File: src/rtl/lcd_bus_arbiter_if.sv
// Bundle of the two byte requesters and the shared HD44780 4-bit pins.
// slave: the arbiter side. master: the requester/LCD-model side.
interface lcd_bus_arbiter_if;
    logic       a_valid;
    logic       a_rs;
    logic [7:0] a_data;
    logic       a_lock;
    logic       a_ready;
    logic       b_valid;
    logic       b_rs;
    logic [7:0] b_data;
    logic       b_lock;
    logic       b_ready;
    logic       lcd_rs;
    logic       lcd_en;
    logic [3:0] lcd_data;
    logic       busy;
    logic       grant_b;

    modport slave (
        input  a_valid, a_rs, a_data, a_lock,
        input  b_valid, b_rs, b_data, b_lock,
        output a_ready, b_ready,
        output lcd_rs, lcd_en, lcd_data, busy, grant_b
    );

    modport master (
        output a_valid, a_rs, a_data, a_lock,
        output b_valid, b_rs, b_data, b_lock,
        input  a_ready, b_ready,
        input  lcd_rs, lcd_en, lcd_data, busy, grant_b
    );
endinterface

File: src/rtl/lcd_bus_arbiter.sv
// Two-requester arbiter for one HD44780 4-bit LCD bus. Each accepted byte
// goes out as high nibble then low nibble, each latched by one EN pulse,
// followed by the controller execution delay (long for clear/home).
module lcd_bus_arbiter #(
    parameter int SETUP_CYC      = 5,
    parameter int EN_HIGH_CYC    = 25,
    parameter int NIB_GAP_CYC    = 50,
    parameter int SHORT_WAIT_CYC = 2500,
    parameter int LONG_WAIT_CYC  = 82000
) (
    input  logic               clk,
    input  logic               reset,
    lcd_bus_arbiter_if.slave   bus
);

    function automatic int max5(input int p0, input int p1, input int p2,
                                input int p3, input int p4);
        int m;
        m = p0;
        if (p1 > m) m = p1;
        if (p2 > m) m = p2;
        if (p3 > m) m = p3;
        if (p4 > m) m = p4;
        return m;
    endfunction

    // Counter holds (length - 1) of the longest phase; it never wraps.
    localparam int MAX_CYC = max5(SETUP_CYC, EN_HIGH_CYC, NIB_GAP_CYC,
                                  SHORT_WAIT_CYC, LONG_WAIT_CYC);
    localparam int CNT_W   = (MAX_CYC > 1) ? $clog2(MAX_CYC) : 1;

    localparam logic [CNT_W-1:0] SETUP_LD = CNT_W'(SETUP_CYC - 1);
    localparam logic [CNT_W-1:0] EN_LD    = CNT_W'(EN_HIGH_CYC - 1);
    localparam logic [CNT_W-1:0] GAP_LD   = CNT_W'(NIB_GAP_CYC - 1);
    localparam logic [CNT_W-1:0] SHORT_LD = CNT_W'(SHORT_WAIT_CYC - 1);
    localparam logic [CNT_W-1:0] LONG_LD  = CNT_W'(LONG_WAIT_CYC - 1);

    typedef enum logic [2:0] {
        ST_IDLE    = 3'd0,
        ST_SETUP_H = 3'd1,
        ST_EN_H    = 3'd2,
        ST_GAP     = 3'd3,
        ST_SETUP_L = 3'd4,
        ST_EN_L    = 3'd5,
        ST_WAIT    = 3'd6
    } state_t;

    // Clear display (0x01) and return home (0x02/0x03) need the long delay.
    function automatic logic is_long_cmd(input logic rs, input logic [7:0] d);
        return (rs == 1'b0) && (d[7:2] == 6'd0) && (d[1:0] != 2'd0);
    endfunction

    state_t           state_q, state_d;
    logic [CNT_W-1:0] cnt_q, cnt_d;
    logic             rs_q, rs_d;
    logic [7:0]       data_q, data_d;
    logic             long_q, long_d;
    logic             lock_q, lock_d;        // a lock is held
    logic             lock_b_q, lock_b_d;    // lock owner: 0 = A, 1 = B
    logic             last_b_q, last_b_d;    // last served, also grant_b
    logic             lcd_rs_q, lcd_rs_d;
    logic             lcd_en_q, lcd_en_d;
    logic [3:0]       lcd_data_q, lcd_data_d;
    logic             busy_q, busy_d;

    logic             sel_a, sel_b;
    logic             is_idle;

    // Arbiter selection: lock owner first, then round-robin, then whoever is valid.
    always_comb begin
        sel_a = 1'b0;
        sel_b = 1'b0;
        if (lock_q && !lock_b_q) begin
            sel_a = bus.a_valid;
            sel_b = 1'b0;
        end else if (lock_q && lock_b_q) begin
            sel_a = 1'b0;
            sel_b = bus.b_valid;
        end else if (bus.a_valid && bus.b_valid) begin
            sel_a = last_b_q;
            sel_b = !last_b_q;
        end else begin
            sel_a = bus.a_valid;
            sel_b = bus.b_valid;
        end
    end

    assign is_idle     = (state_q == ST_IDLE);
    assign bus.a_ready = is_idle && sel_a;
    assign bus.b_ready = is_idle && sel_b;

    // Next-state, phase counter, capture and lock bookkeeping, registered pin values.
    always_comb begin
        state_d    = state_q;
        cnt_d      = cnt_q;
        rs_d       = rs_q;
        data_d     = data_q;
        long_d     = long_q;
        lock_d     = lock_q;
        lock_b_d   = lock_b_q;
        last_b_d   = last_b_q;
        lcd_rs_d   = lcd_rs_q;
        lcd_en_d   = 1'b0;
        lcd_data_d = lcd_data_q;
        busy_d     = 1'b0;

        case (state_q)
            ST_IDLE: begin
                if (bus.a_valid && bus.a_ready) begin
                    state_d  = ST_SETUP_H;
                    cnt_d    = SETUP_LD;
                    rs_d     = bus.a_rs;
                    data_d   = bus.a_data;
                    long_d   = is_long_cmd(bus.a_rs, bus.a_data);
                    lock_d   = bus.a_lock;
                    lock_b_d = 1'b0;
                    last_b_d = 1'b0;
                end else if (bus.b_valid && bus.b_ready) begin
                    state_d  = ST_SETUP_H;
                    cnt_d    = SETUP_LD;
                    rs_d     = bus.b_rs;
                    data_d   = bus.b_data;
                    long_d   = is_long_cmd(bus.b_rs, bus.b_data);
                    lock_d   = bus.b_lock;
                    lock_b_d = 1'b1;
                    last_b_d = 1'b1;
                end else if (lock_q && !(lock_b_q ? bus.b_lock : bus.a_lock)) begin
                    // Owner dropped its lock request while idle.
                    lock_d = 1'b0;
                end else begin
                    lock_d = lock_q;
                end
            end
            ST_SETUP_H: begin
                if (cnt_q == '0) begin
                    state_d = ST_EN_H;
                    cnt_d   = EN_LD;
                end else begin
                    cnt_d = cnt_q - CNT_W'(1);
                end
            end
            ST_EN_H: begin
                if (cnt_q == '0) begin
                    state_d = ST_GAP;
                    cnt_d   = GAP_LD;
                end else begin
                    cnt_d = cnt_q - CNT_W'(1);
                end
            end
            ST_GAP: begin
                if (cnt_q == '0) begin
                    state_d = ST_SETUP_L;
                    cnt_d   = SETUP_LD;
                end else begin
                    cnt_d = cnt_q - CNT_W'(1);
                end
            end
            ST_SETUP_L: begin
                if (cnt_q == '0) begin
                    state_d = ST_EN_L;
                    cnt_d   = EN_LD;
                end else begin
                    cnt_d = cnt_q - CNT_W'(1);
                end
            end
            ST_EN_L: begin
                if (cnt_q == '0) begin
                    state_d = ST_WAIT;
                    cnt_d   = long_q ? LONG_LD : SHORT_LD;
                end else begin
                    cnt_d = cnt_q - CNT_W'(1);
                end
            end
            ST_WAIT: begin
                if (cnt_q == '0) begin
                    state_d = ST_IDLE;
                    cnt_d   = '0;
                end else begin
                    cnt_d = cnt_q - CNT_W'(1);
                end
            end
            default: begin
                state_d = ST_IDLE;
                cnt_d   = '0;
            end
        endcase

        // Pins follow the state being entered so they are registered, glitch-free.
        case (state_d)
            ST_SETUP_H, ST_GAP: lcd_data_d = data_d[7:4];
            ST_EN_H: begin
                lcd_data_d = data_d[7:4];
                lcd_en_d   = 1'b1;
            end
            ST_SETUP_L, ST_WAIT: lcd_data_d = data_d[3:0];
            ST_EN_L: begin
                lcd_data_d = data_d[3:0];
                lcd_en_d   = 1'b1;
            end
            default: lcd_data_d = lcd_data_q;
        endcase

        if (state_d != ST_IDLE) begin
            lcd_rs_d = rs_d;
            busy_d   = 1'b1;
        end else begin
            lcd_rs_d = lcd_rs_q;
            busy_d   = 1'b0;
        end
    end

    // State and datapath registers with synchronous reset; partial bytes are dropped.
    always_ff @(posedge clk) begin
        if (reset) begin
            state_q    <= ST_IDLE;
            cnt_q      <= '0;
            rs_q       <= 1'b0;
            data_q     <= 8'h00;
            long_q     <= 1'b0;
            lock_q     <= 1'b0;
            lock_b_q   <= 1'b0;
            last_b_q   <= 1'b1;
            lcd_rs_q   <= 1'b0;
            lcd_en_q   <= 1'b0;
            lcd_data_q <= 4'h0;
            busy_q     <= 1'b0;
        end else begin
            state_q    <= state_d;
            cnt_q      <= cnt_d;
            rs_q       <= rs_d;
            data_q     <= data_d;
            long_q     <= long_d;
            lock_q     <= lock_d;
            lock_b_q   <= lock_b_d;
            last_b_q   <= last_b_d;
            lcd_rs_q   <= lcd_rs_d;
            lcd_en_q   <= lcd_en_d;
            lcd_data_q <= lcd_data_d;
            busy_q     <= busy_d;
        end
    end

    assign bus.lcd_rs   = lcd_rs_q;
    assign bus.lcd_en   = lcd_en_q;
    assign bus.lcd_data = lcd_data_q;
    assign bus.busy     = busy_q;
    assign bus.grant_b  = last_b_q;

endmodule

File: src/flat_wrapper.sv
// flat-port wrapper written by rule: the top's interface ports become plain ports
module lcd_bus_arbiter_flat 
#(
    parameter int SETUP_CYC      = 5,
    parameter int EN_HIGH_CYC    = 25,
    parameter int NIB_GAP_CYC    = 50,
    parameter int SHORT_WAIT_CYC = 2500,
    parameter int LONG_WAIT_CYC  = 82000
)
  (clk, reset, bus_a_valid, bus_a_rs, bus_a_data, bus_a_lock, bus_b_valid, bus_b_rs, bus_b_data, bus_b_lock, bus_a_ready, bus_b_ready, bus_lcd_rs, bus_lcd_en, bus_lcd_data, bus_busy, bus_grant_b);
  lcd_bus_arbiter_if bus_i ();
  input  logic clk;
  input  logic reset;
  input wire logic [$bits(bus_i.a_valid)-1:0] bus_a_valid;
  input wire logic [$bits(bus_i.a_rs)-1:0] bus_a_rs;
  input wire logic [$bits(bus_i.a_data)-1:0] bus_a_data;
  input wire logic [$bits(bus_i.a_lock)-1:0] bus_a_lock;
  input wire logic [$bits(bus_i.b_valid)-1:0] bus_b_valid;
  input wire logic [$bits(bus_i.b_rs)-1:0] bus_b_rs;
  input wire logic [$bits(bus_i.b_data)-1:0] bus_b_data;
  input wire logic [$bits(bus_i.b_lock)-1:0] bus_b_lock;
  output wire logic [$bits(bus_i.a_ready)-1:0] bus_a_ready;
  output wire logic [$bits(bus_i.b_ready)-1:0] bus_b_ready;
  output wire logic [$bits(bus_i.lcd_rs)-1:0] bus_lcd_rs;
  output wire logic [$bits(bus_i.lcd_en)-1:0] bus_lcd_en;
  output wire logic [$bits(bus_i.lcd_data)-1:0] bus_lcd_data;
  output wire logic [$bits(bus_i.busy)-1:0] bus_busy;
  output wire logic [$bits(bus_i.grant_b)-1:0] bus_grant_b;
  assign bus_i.a_valid = bus_a_valid;
  assign bus_i.a_rs = bus_a_rs;
  assign bus_i.a_data = bus_a_data;
  assign bus_i.a_lock = bus_a_lock;
  assign bus_i.b_valid = bus_b_valid;
  assign bus_i.b_rs = bus_b_rs;
  assign bus_i.b_data = bus_b_data;
  assign bus_i.b_lock = bus_b_lock;
  assign bus_a_ready = bus_i.a_ready;
  assign bus_b_ready = bus_i.b_ready;
  assign bus_lcd_rs = bus_i.lcd_rs;
  assign bus_lcd_en = bus_i.lcd_en;
  assign bus_lcd_data = bus_i.lcd_data;
  assign bus_busy = bus_i.busy;
  assign bus_grant_b = bus_i.grant_b;
  lcd_bus_arbiter #(.SETUP_CYC(SETUP_CYC), .EN_HIGH_CYC(EN_HIGH_CYC), .NIB_GAP_CYC(NIB_GAP_CYC), .SHORT_WAIT_CYC(SHORT_WAIT_CYC), .LONG_WAIT_CYC(LONG_WAIT_CYC)) u_core (.clk(clk), .reset(reset), .bus(bus_i));
endmodule
File: config.mk
export PLATFORM = sky130hd
export DESIGN_NAME = lcd_bus_arbiter_flat
export DESIGN_NICKNAME = d
export VERILOG_FILES = /design/src/rtl/lcd_bus_arbiter_if.sv /design/src/rtl/lcd_bus_arbiter.sv /design/src/flat_wrapper.sv
export SDC_FILE = /design/constraint.sdc
export NUM_CORES = 1
export LEC_CHECK = 0
export CORE_MARGIN = 2
export CORE_UTILIZATION = 54
export CTS_CLUSTER_SIZE = 40
export DETAILED_ROUTE_END_ITERATION = 12
export HOLD_SLACK_MARGIN = 0.08
export PLACE_DENSITY = 0.79
export RECOVER_POWER = 100
export SLEW_MARGIN = 20
export SYNTH_ARGS = -nofsm -noshare
export SYNTH_HDL_FRONTEND = slang
export SYNTH_SLANG_ARGS = --single-unit
File: constraint.sdc
create_clock -name clk -period 2.8 [get_ports clk]
set_clock_uncertainty 0.05 [all_clocks]
set_input_delay 0.56 -clock clk [delete_from_list [all_inputs] [get_ports clk]]
set_output_delay 0.56 -clock clk [all_outputs]
set_load 0.005 [all_outputs]
Word level (Yosys, flattened, before mapping) --
Index checks and enable logic that the tools add are counted.
Operators by class: add/subtract/negate cells 1, multiply operators 0, divide/modulo/power cells 0, magnitude comparators 0, equality and inequality tests 13, shift operators 0, mux-type cells 41, bitwise operators 2, reduce and logical (&&, ||, !) cells 31
Operators with widths (count):
- $mux W17 | 8
- $pmux W17 S6 | 1
- $mux W3 | 8
- $mux W8 | 3
- $pmux W3 S7 | 1
- $mux W1 | 19
- $eq A3 B3 Y1 const B | 6
- $logic_not A17 Y1 | 1
- $sub A17 B1 Y17 const B | 1
- $eq A3 B2 Y1 const B | 4
- $logic_and A1 B1 Y1 | 12
- $logic_not A6 Y1 | 2
- $pmux W4 S2 | 1
- $reduce_bool A2 Y1 | 4
- $eq A3 B1 Y1 const B | 2
- $reduce_bool A3 Y1 | 2
- $reduce_or A3 Y1 | 2
- $reduce_and A2 Y1 | 2
- $reduce_or A2 Y1 | 2
- $logic_not A1 Y1 | 3
- $logic_not A3 Y1 | 1
- $ne A3 B3 Y1 const B | 1
- $not A1 Y1 | 2
Word-level totals: register bits 40, bits in latches 0, memory bits (writable) 0, memory bits (read-only) 0, input port bits 24, output and inout bits 10, word-level logic and storage cells 100, memories 0

Depth between registers and ports, before layout --
depth in word-level cells 12, depth in mapped cells 9, depth with buffers taken out 7

Least setup slack after synthesis --
OpenSTA, ideal clock, no wires.
path type register to register, from register u_core.state_q[1], to register u_core.lcd_data_q[3], in the netlist u_core.bus.lcd_data[3], setup time 0.122 ns, data arrival time 2.134 ns, data required time 2.628 ns, path slack 0.494 ns, stages on the path, launching flop included 10, path buffers 3, period minus slack after synthesis 2.306 ns, cells stage by stage dfxtp_1 -> buf_2 -> or3_1 -> clkbuf_2 -> or3_1 -> buf_4 -> clkinv_2 -> nor3_1 -> and2_1 -> a221o_2
On the way: elaborated cells between the ends (all ways) 33, those cells by class 12 x eq/ne; 13 x mux; 8 x reduce/logical
RTL lines:
- start: declaration | line lcd_bus_arbiter.sv:53 | state_t state_q, state_d;
- start signal: assignment | line lcd_bus_arbiter.sv:228 | state_q <= state_d;
- $logic_not A3 Y1 (*) | line lcd_bus_arbiter.sv:88 | assign is_idle = (state_q == ST_IDLE);
- $logic_and A1 B1 Y1 (*) | line lcd_bus_arbiter.sv:89 | assign bus.a_ready = is_idle && sel_a;
- net bus_a_ready | line flat_wrapper.sv:22 | output wire logic [$bits(bus_i.a_ready)-1:0] bus_a_ready;
- $logic_and A1 B1 Y1 (*) | line lcd_bus_arbiter.sv:109 | if (bus.a_valid && bus.a_ready) begin
- $mux W3 | line lcd_bus_arbiter.sv:109
- $pmux W3 S7 | line lcd_bus_arbiter.sv:107 | case (state_q)
- $eq A3 B3 Y1 (tied with other cells) | line lcd_bus_arbiter.sv:189 | case (state_d)
- $reduce_or A3 Y1 (no source line)
- $pmux W4 S2 / $reduce_bool A2 Y1 (equally long branches)
- end signal: assignment | line lcd_bus_arbiter.sv:238 | lcd_data_q <= lcd_data_d;
- end: declaration | line lcd_bus_arbiter.sv:63 | logic [3:0] lcd_data_q, lcd_data_d;
The timed path passes the listed nets; every way through them passes the cells marked *. A chain may end at the register's enable or synchronous reset.

Worst setup path after layout --
from input port bus_a_valid, to output port bus_a_ready
On the way: cells in the longest elaborated chain, start to end 5
Ends and longest elaborated chain:
- start: declaration | line flat_wrapper.sv:14 | input wire logic [$bits(bus_i.a_valid)-1:0] bus_a_valid;
- $logic_and A1 B1 Y1 | line lcd_bus_arbiter.sv:79 | end else if (bus.a_valid && bus.b_valid) begin
- $mux W1 | line lcd_bus_arbiter.sv:79
- $mux W1 | line lcd_bus_arbiter.sv:76 | end else if (lock_q && lock_b_q) begin
- $mux W1 (*) | line lcd_bus_arbiter.sv:73 | if (lock_q && !lock_b_q) begin
- $logic_and A1 B1 Y1 (*) | line lcd_bus_arbiter.sv:89
- end: declaration | line flat_wrapper.sv:22
Every way passes the cells marked *; elsewhere a longest branch is shown, timed or not.

==> flow_summary.yaml <==
synthesis:
  synthSimpleGateAreaFrac_pct: 28.97
  netlist_area_sq_um: 2392
  muxShareOfSynthArea_pct: 1.255
  synthCells: 296
  synth_edf_count: 0
  yosysSeqAreaShare_pct: 33.47
  synth_fp_nets: 322
  synth_ff_type: "dfxtp_1"
  async_flop_share_pct: 0
  avgSynthCellArea_sq_um: 8.082
  synth_xor_area_share_pct: 1.464
  synth_compound_area_share_pct: 27.41
  synth_top_family_by_area: "simple AND/OR/NAND/NOR gates"
  ys_warn_count: 0
  synth_cell_types: 64
  ys_ff_latch: 40
  synth_fa_ha_area_share_pct: 1.046
final_layout:
  fillCellCount: 388
  nets: 359
  fin_cells: 386
  num_antenna_cells: 0
  synthToLayoutAreaGrowth_pct: 21.39
  multiInputGateArea_sq_um: 1424
  seq_area_sq_um: 800.8
  layout-drive-gt1-share_pct: 11.98
setup_path:
  r2r_cells: 8
  cp.required_ps: 2190
  r2r-start: "u_core.cnt_q[0]"
  crit_buf_inv: 3
  cp_max_fo: 3
  critPathCapture: "bus_a_ready"
  cp_slowest_stage_delay_ps: 490
  crit_path_end_kind: "output port"
  cp.depth: 5
  critical_path_class: "primary input to output port"
  r2r_end: "u_core.cnt_q[11]"
  path_delay_family: "buffers and inverters"
  path_cells: "clkdlybuf4s50_1, a21bo_2, or3_4, clkinv_2, clkdlybuf4s50_1"
  cpMaxStageDelayCell: "clkdlybuf4s50_1"
  cp-startpoint: "bus_a_valid"
  arrival_ps: 2140
  cp-start-kind: "primary input"
  reg2reg_slack_ps: 200
  cp_common_cell: "clkdlybuf4s50_1"
grt:
  grt_pass1_wl_um: 11210
  grt_pass1_vias: 2345
  antenna_found_initial: 0
  grt_max_degree: 31
  track_usage_pct: 28.37
  globalRouteOverflowTotal: 0
run_status:
  status: "complete, no violations"
drt:
  totalWireLength_um: 6818
  via_per_inst: 6.536
  first_pass_iters: 5
  drt_iter0_markers: 296
  drtAntennaViolNets: 0
  dr_total_vias: 2523
  wl_per_cell_um: 17.66
  drcViolationCount: 0
die:
  die_x_um: 70.56
  std_cell_rows: 24
  coreArea_sq_um: 4324
  die_h_um: 70.56
  die_area_sq_um: 4979
  initial_utilization_pct: 55.32
  io_pins: 34
clocking:
  clk_latency_ps: 310
  cts-buffers-inserted: 5
  postCtsHoldBufs: 0
  post-cts-setup-buffers: 0
  cts_tree: "yes"
  clockRootBuffer: "clkbuf_8"
  path_clk_slew_ps: 80
  cts_sinks: 40
  cts.htree.levels: 2
  cts_max_path_buffers: 2
timing:
  hold_ws_ps: 431.0
  hold_viol_final: 0
  maxSlewViolCount: 0
  fmax_ghz: 0.3640
  setup-tns-final_ps: 0
  relSlewSlack_pct: 63.89
  rsz0062_at_grt: "false"
  min_period_over_period_pct: 98.13
  fin_crit_ps: 2748
  max_slew.worst_pin.slew_ps: 541.7
  setup_viol: 0
power:
  p_per_area_nw_per_um2: 1329
  ir_worst_vdd_mv: 0.7493
  leakage_uw: 0.001065
  p_total_uw: 3859
placement:
  gp_congestion: 0.8775
  dp_hpwl_um: 4861
  portBuffers: 33
  dp_cells: 378
worst_hold_path:
  hold_class: "flip-flop to flip-flop"
run:
  max_cap_viol_count: 0
[synth_stat cells, types with 9 or more instances]
master	count	share of area, %
nand3_1	9	1.9
clkbuf_1	10	1.6
o21ai_0	13	2.7
a31oi_1	11	2.9
a21oi_1	16	3.3
nand2_1	25	3.9
nor2_1	29	4.6
dfxtp_1	40	33
nor3_1	20	4.2
[per-layer routing]
metal  part of all wire (%)  vias up  GRT usage (%)
met4                    1.9        0          9.434
met2                     47      123          45.49
met5                      0        -              0
met3                    7.6       17          6.838
met1                     43     1185          37.93
li1                       -     1198              -
[how the worst min path moves through the flow]
stage,from,cells after the start,end,slack (ps)
final,u_core.bus.lcd_rs,1,u_core.bus.lcd_rs,430
after global routing,u_core.bus.lcd_rs,1,u_core.bus.lcd_rs,450
after CTS,u_core.bus.lcd_rs,1,u_core.bus.lcd_rs,440
after detailed placement,u_core.bus.lcd_rs,1,u_core.bus.lcd_rs,420
after global placement,u_core.bus.lcd_rs,1,u_core.bus.lcd_rs,420
after floorplan,u_core.cnt_q[3],2,u_core.cnt_q[3],410
[report_power, final]
group | internal [uW] | leakage, uW | total (uW) | switching (uW)
Sequential | 793 | 0.000329 | 969 | 176
Combinational | 1000 | 0.000682 | 2400 | 1400
Clock | 268 | 0.0000548 | 489 | 221
[state kept, by name (all words and copies together) (netlist names)]
signal and count:
u_core.bus.busy 1, u_core.bus.grant_b 1, u_core.bus.lcd_en 1, u_core.data_q 8
u_core.lock_b_q 1, u_core.bus.lcd_rs 1, u_core.cnt_q 17, u_core.long_q 1
u_core.bus.lcd_data 4, u_core.state_q 3, u_core.lock_q 1, u_core.rs_q 1
[what timing repair did]
| action | in CTS | in global routing |
|---|---|---|
| endpoints found under the hold margin | 0 | 0 |
| gates resized for setup | 0 | 1 |
| endpoints found under the setup margin | 0 | 1 |
[worst reg2reg max path, cell delays in order, from the launching register on]
cell	delay (ps)
dfxtp_1	370
inv_1	100
ha_1	160
or4b_1	510
nor4_2	280
clkbuf_1	470
a211oi_1	90
o21a_1	190
o31a_1	270
[per-stage QoR]
step	setup WS, ps	cell area (sq um)	util, %
after floorplan	493.9	2392	-
after global placement	38.33	2818	65.16
after detailed placement	30.51	2818	65.16
after CTS	27.74	2933	67.82
after global routing	6.423	2904	67.16
final	52.46	2904	67.16
[placed cells by master, fill, tap and decap left out, types with 3 or more instances in the layout]
| master | synthesis | layout |
|---|---|---|
| inv_1 | 5 | 5 |
| or4_1 | 3 | 3 |
| buf_4 | 1 | 14 |
| a32oi_1 | 3 | 3 |
| nand3_1 | 9 | 9 |
| nor3_1 | 20 | 20 |
| a311oi_1 | 5 | 5 |
| nor2_1 | 29 | 29 |
| a211oi_1 | 3 | 3 |
| mux2i_1 | 3 | 3 |
| clkbuf_1 | 10 | 3 |
| and2_0 | 0 | 4 |
| o41ai_1 | 3 | 3 |
| dlygate4sd3_1 | 0 | 8 |
| a21oi_1 | 16 | 16 |
| o21ai_0 | 13 | 13 |
| nand2_1 | 25 | 25 |
| nand3b_1 | 3 | 3 |
| xnor2_1 | 3 | 3 |
| clkdlybuf4s50_1 | 0 | 25 |
| or3_1 | 6 | 5 |
| a31oi_1 | 11 | 11 |
| clkbuf_8 | 0 | 5 |
| and3_1 | 4 | 4 |
| nor4_1 | 6 | 6 |
| nand2b_1 | 3 | 3 |
| o211ai_1 | 6 | 6 |
| dfxtp_1 | 40 | 40 |
[kinds of logic after synthesis]
| group | after synthesis |
|---|---|
| simple gates | 130 |
| compound gates | 88 |
| flops | 40 |
| buf+inv | 29 |
| xor+xnor | 4 |
| mux | 3 |
| fa+ha+maj | 2 |
[layout make-up]
cell class	instances	share of cell area (%)
clock buffer	5	2.370
clock inverter	3	1.594
inverter	7	0.9479
multi-input combinational	227	49.03
sequential	40	27.57
tap	52	2.240
timing repair buffer	52	16.24
Power figures use the tool's default switching activity.
